**config.mk**
```make
export PLATFORM = sky130hd
export DESIGN_NAME = slave_route_tracker
export DESIGN_NICKNAME = d
export VERILOG_FILES = /design/src/rtl/slave_route_tracker_pkg.sv /design/src/rtl/slave_route_tracker_outstanding_ctr.sv /design/src/rtl/slave_route_tracker.sv
export SDC_FILE = /design/constraint.sdc
export NUM_CORES = 1
export LEC_CHECK = 0
export ABC_AREA = 1
export CAP_MARGIN = 40
export CORE_AREA = 2 2 97 99
export CTS_CLUSTER_DIAMETER = 30
export DETAILED_ROUTE_END_ITERATION = 8
export DIE_AREA = 0 0 99 101
export PLACE_DENSITY = 0.73
export SYNTH_ARGS = -nofsm -noshare
export SYNTH_HDL_FRONTEND = slang
export SYNTH_HIERARCHICAL = 1
export SYNTH_SLANG_ARGS = --single-unit
```
**constraint.sdc**
```tcl
create_clock -name i_clk -period 3.5 [get_ports i_clk]
set_input_delay 0.875 -clock i_clk [delete_from_list [all_inputs] [get_ports i_clk]]
set_output_delay 0.875 -clock i_clk [all_outputs]
set_load 0.01 [all_outputs]
```
**src/rtl/slave_route_tracker_pkg.sv**
```systemverilog
// Crossbar-wide shared constants for the per-master slave route tracker.
// Optional feature macro used by this slice: ROUTER_TIMEOUT_EN.
package slave_route_tracker_pkg;

   localparam int unsigned NS_DEFAULT         = 8;
   localparam int unsigned AW_DEFAULT         = 32;
   localparam int unsigned DW_DEFAULT         = 70;
   localparam int unsigned LGMAXBURST_DEFAULT = 4;
   localparam int unsigned TIMEOUT_DEFAULT    = 1023;

   // Decode bit that flags "no slave matched" for the default crossbar size
   localparam int unsigned NONE_SLAVE = NS_DEFAULT;

   // Index of the "no slave" decode bit for an arbitrary slave count
   function automatic int unsigned none_slave_idx(input int unsigned ns);
      return ns;
   endfunction

endpackage

```
**src/rtl/slave_route_tracker_outstanding_ctr.sv**
```systemverilog
// Outstanding-transaction up/down counter with empty/full flags.
// With ROUTER_TIMEOUT_EN defined, a response watchdog aborts a stuck burst.
module route_outstanding_ctr
   import slave_route_tracker_pkg::*;
#(
   parameter int unsigned LGMAXBURST = LGMAXBURST_DEFAULT,
   parameter int unsigned TIMEOUT    = TIMEOUT_DEFAULT
) (
   input  logic i_clk,
   input  logic i_reset,
   input  logic i_clear,
   input  logic i_inc,
   input  logic i_dec,
   output logic o_empty_c,
   output logic o_full_c,
   output logic o_timeout_c,
   output logic o_busy
);

   localparam int unsigned CW = LGMAXBURST + 1;

   logic [CW-1:0] cnt_q, cnt_d;
   logic          busy_q, busy_d;

   assign o_empty_c = (cnt_q == '0);
   assign o_full_c  = (cnt_q == CW'(2 ** LGMAXBURST));
   assign o_busy    = busy_q;

`ifdef ROUTER_TIMEOUT_EN
   localparam int unsigned TW = $clog2(TIMEOUT + 1);

   logic [TW-1:0] tmo_q, tmo_d;
   logic          timeout_c;

   // Fires on the cycle the idle-response count reaches TIMEOUT
   assign timeout_c   = !o_empty_c && (tmo_q == TW'(TIMEOUT - 1));
   assign o_timeout_c = timeout_c;

   // Watchdog restarts whenever anything comes back or nothing is pending
   always_comb begin
      tmo_d = tmo_q + TW'(1);
      if (i_clear || i_dec || o_empty_c || timeout_c) begin
         tmo_d = '0;
      end
   end

   // Watchdog register
   always_ff @(posedge i_clk) begin
      if (i_reset) begin
         tmo_q <= '0;
      end else begin
         tmo_q <= tmo_d;
      end
   end
`else
   localparam int unsigned unused_timeout = TIMEOUT;
   assign o_timeout_c = 1'b0;
`endif

   // Next outstanding count; accept and response in one cycle cancel out
   always_comb begin
      cnt_d = cnt_q + CW'(i_inc) - CW'(i_dec);
      if (i_clear || o_timeout_c) begin
         cnt_d = '0;
      end
      busy_d = (cnt_d != '0);
   end

   // Count and busy registers
   always_ff @(posedge i_clk) begin
      if (i_reset) begin
         cnt_q  <= '0;
         busy_q <= 1'b0;
      end else begin
         cnt_q  <= cnt_d;
         busy_q <= busy_d;
      end
   end

endmodule

```
**src/rtl/slave_route_tracker.sv**
```systemverilog
// Per-master route tracker behind the crossbar address decoder: steers each
// request to one slave, keeps responses in order, and synthesises a bus error
// for requests that decode to no slave.
// Optional feature macro: ROUTER_TIMEOUT_EN (response watchdog).
module slave_route_tracker
   import slave_route_tracker_pkg::*;
#(
   parameter int unsigned NS         = NS_DEFAULT,
   parameter int unsigned AW         = AW_DEFAULT,
   parameter int unsigned DW         = DW_DEFAULT,
   parameter int unsigned LGMAXBURST = LGMAXBURST_DEFAULT,
   parameter int unsigned TIMEOUT    = TIMEOUT_DEFAULT
) (
   input  logic          i_clk,
   input  logic          i_reset,
   input  logic          i_abort,
   input  logic          i_valid,
   output logic          o_stall,
   input  logic [NS:0]   i_decode,
   input  logic [AW-1:0] i_addr,
   input  logic [DW-1:0] i_data,
   output logic [NS-1:0] o_slv_valid,
   input  logic [NS-1:0] i_slv_stall,
   output logic [AW-1:0] o_slv_addr,
   output logic [DW-1:0] o_slv_data,
   input  logic [NS-1:0] i_slv_ack,
   input  logic [NS-1:0] i_slv_err,
   output logic          o_ack,
   output logic          o_err,
   output logic          o_busy
);

   localparam int unsigned NONE = none_slave_idx(NS);

   logic [NS:0] sel_q, sel_d;
   logic        none_err_q, none_err_d;
   logic        ack_q, ack_d;
   logic        err_q, err_d;

   logic kill_c, blocked_c, accept_c;
   logic ack_sel_c, err_sel_c, dec_c;
   logic empty_c, full_c, timeout_c;

   assign o_slv_addr = i_addr;
   assign o_slv_data = i_data;
   assign o_ack      = ack_q;
   assign o_err      = err_q;

   // Request gating, slave strobes and response selection
   always_comb begin
      kill_c    = i_reset || i_abort;
      blocked_c = (!empty_c && (i_decode != sel_q)) || full_c
                  || (i_decode == '0) || timeout_c;
      o_stall   = i_valid && (blocked_c || (|(i_decode[NS-1:0] & i_slv_stall)));
      o_slv_valid = '0;
      if (i_valid && !blocked_c && !kill_c) begin
         o_slv_valid = i_decode[NS-1:0];
      end
      accept_c  = i_valid && !o_stall && !kill_c;
      ack_sel_c = !empty_c && (|(i_slv_ack & sel_q[NS-1:0]));
      err_sel_c = !empty_c && (|(i_slv_err & sel_q[NS-1:0]));
      dec_c     = ack_sel_c || err_sel_c || none_err_q;
   end

   // Next target, pending none-error and master response
   always_comb begin
      sel_d      = sel_q;
      none_err_d = 1'b0;
      ack_d      = 1'b0;
      err_d      = 1'b0;
      if (!kill_c) begin
         if (accept_c) begin
            sel_d      = i_decode;
            none_err_d = i_decode[NONE];
         end
         if (timeout_c) begin
            sel_d      = '0;
            none_err_d = 1'b0;
         end
         ack_d = ack_sel_c && !err_sel_c;
         err_d = err_sel_c || none_err_q || timeout_c;
      end else begin
         sel_d = '0;
      end
   end

   // Route state registers
   always_ff @(posedge i_clk) begin
      if (i_reset) begin
         sel_q      <= '0;
         none_err_q <= 1'b0;
         ack_q      <= 1'b0;
         err_q      <= 1'b0;
      end else begin
         sel_q      <= sel_d;
         none_err_q <= none_err_d;
         ack_q      <= ack_d;
         err_q      <= err_d;
      end
   end

   route_outstanding_ctr #(
      .LGMAXBURST (LGMAXBURST),
      .TIMEOUT    (TIMEOUT)
   ) u_ctr (
      .i_clk       (i_clk),
      .i_reset     (i_reset),
      .i_clear     (i_abort),
      .i_inc       (accept_c),
      .i_dec       (dec_c),
      .o_empty_c   (empty_c),
      .o_full_c    (full_c),
      .o_timeout_c (timeout_c),
      .o_busy      (o_busy)
   );

endmodule
```
==> impl_metrics.ini <==
[status]
status = completed

[cells_and_area]
final_cells = 398
antenna_cells = 0
nets = 434
area_growth_pct = 4.002
final_layout_size_suffix_gt1_frac = 0.1533

[route]
vias = 1630
wl_per_cell_um = 13.64
drt_wl_total_um = 5428
drc = 0
drt_iter0_markers = 69
antenna_left = 0
firstDrtPassIters = 4
via_per_inst = 4.095

[sta]
setup_viol = 0
worst_slack_ns = 0.1011
slew_viol_final = 0
hold_viol_final = 0
fin_crit_ns = 3.399
finalCritPeriodShare = 0.9711
finClkSkew_ns = 0.002444
max_freq_mhz = 294.2

[yosys]
ys_warn_count = 6
synth.distinct_cells = 29
ys_ff_latch = 18
syn-cell-area_um2 = 2095
synthCells = 314
synth.net_count = 460
yosysSeqAreaShare = 0.1720
syn_area_per_cell_um2 = 6.670

[worst_setup_path]
worst-endpoint-arrival_ns = 2.52
endpoint_kind = output port
cp_data_required_time_ns = 2.62
crit_type = in2out
r2r-start = sel_q[6]$_SDFFE_PP0P_
worstSetupStartpoint = i_decode[5]
crit_path_start_kind = primary input
cp_max_fo = 3

[grt]
use_met2 = 0.1726
grt_antenna_before_repair = 0
grt_max_degree = 20
grt_pass1_wl_um = 7886
overflow = 0
grtUsageMet1 = 0.1084
use_met3 = 0.03398
busiest_layer = met2
grt_pass1_vias = 1561
grtUsageTotal = 0.09945

[placement]
place_ws_ns = -0.3934
dp_hpwl_um = 4562
gp_congestion = 0.8195
dp_cells = 393
port_buffers = 48

[clock_network]
cts_buffers = 3
cts_tree = built
clk_latency_ns = 0.25
cts_max_level = 1
clk_pin_slew_ns = 0.07
ctsLongestPathBuffers = 2
cts_sinks = 18
ctsHoldBuffers = 0
cts_root_buffer = clkbuf_8

[power]
cellPowerDensity_nw_per_um2 = 225.3
ir_drop_v = 0.00009752
leakagePower_nw = 1.114

[floorplan]
die-height_um = 101
io_pins = 253
start_util = 0.2333
row_count = 35
die_w_um = 99
core_um2 = 8977
die_area_um2 = 9999

[flow_run]
cap_violations = 0

[worst_hold_path]
hold_path.class = reg2reg
min_from = sel_q[8]$_SDFFE_PP0P_
## synthesized netlist by cell type
cell type | n | area [um2]
inv_2 | 2 | 7.510
conb_1 | 1 | 3.750
nand3_1 | 11 | 55.05
nand4_2 | 1 | 12.51
xnor2_1 | 3 | 26.28
a221oi_1 | 2 | 17.52
a21o_1 | 1 | 7.510
xor2_1 | 2 | 17.52
o21bai_1 | 8 | 60.06
buf_6 | 1 | 11.26
a21oi_1 | 4 | 20.02
nor2_1 | 33 | 123.9
o21ai_0 | 2 | 10.01
nor3_1 | 2 | 10.01
or2_1 | 1 | 6.260
and2_1 | 1 | 6.260
nand3b_1 | 1 | 7.510
ha_1 | 6 | 75.07
o21ai_1 | 1 | 5.000
nor2_2 | 1 | 6.260
nand3_2 | 1 | 10.01
buf_4 | 104 | 780.8
fa_1 | 1 | 20.02
o21a_1 | 1 | 7.510
inv_1 | 49 | 183.9
a22o_1 | 5 | 43.79
nand2_1 | 48 | 180.2
nand4_1 | 3 | 18.77
dfxtp_1 | 18 | 360.4
## state kept, by name (all words and copies together) (netlist names)
| signal | flops |
|---|---|
| sel_q | 9 |
| u_ctr/cnt_q | 5 |
| none_err_q | 1 |
| o_ack | 1 |
| o_err | 1 |
| u_ctr/o_busy | 1 |
## area by class of cell
cell class              instances  area (um2)
clock buffers                   4       55.05
fillers                       986        6799
inverters                      51       191.4
multi-input cells             140       777.0
flip-flops and latches         18       360.3
well taps                     111       138.9
repair buffers                 74       655.6
## per-stage QoR
| stage | util | instance area [um2] | hold slack, ns | TNS, ns | total power, mW |
|---|---|---|---|---|---|
| global placement | 0.2350 | 2110 | 0.4786 | -3.199 | 0.3212 |
| global route | 0.2426 | 2178 | 0.5397 | -0.03022 | 0.5181 |
| floorplan | - | 2095 | 0.4645 | 0 | 0.3608 |
| detailed placement | 0.2350 | 2110 | 0.4976 | -3.588 | 0.3215 |
| CTS | 0.2407 | 2161 | 0.5102 | 0 | 0.5015 |
| finish | 0.2426 | 2178 | 0.5064 | 0 | 0.4908 |
## worst max-delay path: stages
cell	delay (ns)
clkdlybuf4s50_1	0.47
buf_4	0.16
nor2_1	0.09
nand4_1	0.10
o21a_1	0.19
and2_4	0.17
nand2_1	0.10
nand2_1	0.06
inv_1	0.05
dlygate4sd2_1	0.26
## per-layer routing
layer,share of wire,wire length [um]
met1,0.37,2034
met2,0.48,2589
met4,0.041,223
met5,0,0
met3,0.11,581
## path summary, 6_finish.rpt
| path | endpoint | slack [ns] | cells past startpoint |
|---|---|---|---|
| setup reg to reg | u_ctr/o_busy$_SDFF_PP0_ | 0.81 | 14 |
| hold / removal | sel_q[8]$_SDFFE_PP0P_ | 0.51 | 2 |
| hold reg to reg | sel_q[8]$_SDFFE_PP0P_ | 0.51 | 2 |
| setup / recovery | o_stall | 0.10 | 10 |
## power breakdown
| group | switching (mW) | internal (mW) |
|---|---|---|
| combinational | 0.0444 | 0.0652 |
| clock | 0.0749 | 0.100 |
| sequential | 0.000569 | 0.206 |
| total | 0.120 | 0.371 |
## timing repair
item,in CTS,in global routing
gates resized for setup,14,13
setup endpoints to repair,9,10
buffers inserted,0,1
pin swaps,0,5
## kinds of logic (layout without fill, tap and decap cells)
family | after synthesis | after routing | synth area share
buffers and inverters | 156 | 129 | 0.4695
and+or+nand+nor | 103 | 103 | 0.2085
AOI/OAI and AO/OA | 24 | 24 | 0.08184
DFF | 18 | 18 | 0.1720
adders and majority gates | 7 | 7 | 0.04540
xor gates and xnor gates | 5 | 5 | 0.02091
other | 1 | 1 | 0.001790
## cells in the final DEF, fill, tap and decap left out, types with 3 or more instances in the layout
master	count
nand2_1	47
dlygate4sd2_1	8
inv_1	48
nand4_1	3
dfxtp_1	18
clkbuf_2	3
buf_4	26
a21oi_1	3
clkbuf_8	4
xnor2_1	3
ha_1	6
nor2_1	33
a22o_1	5
nand3_1	11
o21bai_1	8
clkdlybuf4s50_1	35
inv_2	3
Note: power is estimated with default switching activity, not from simulation.
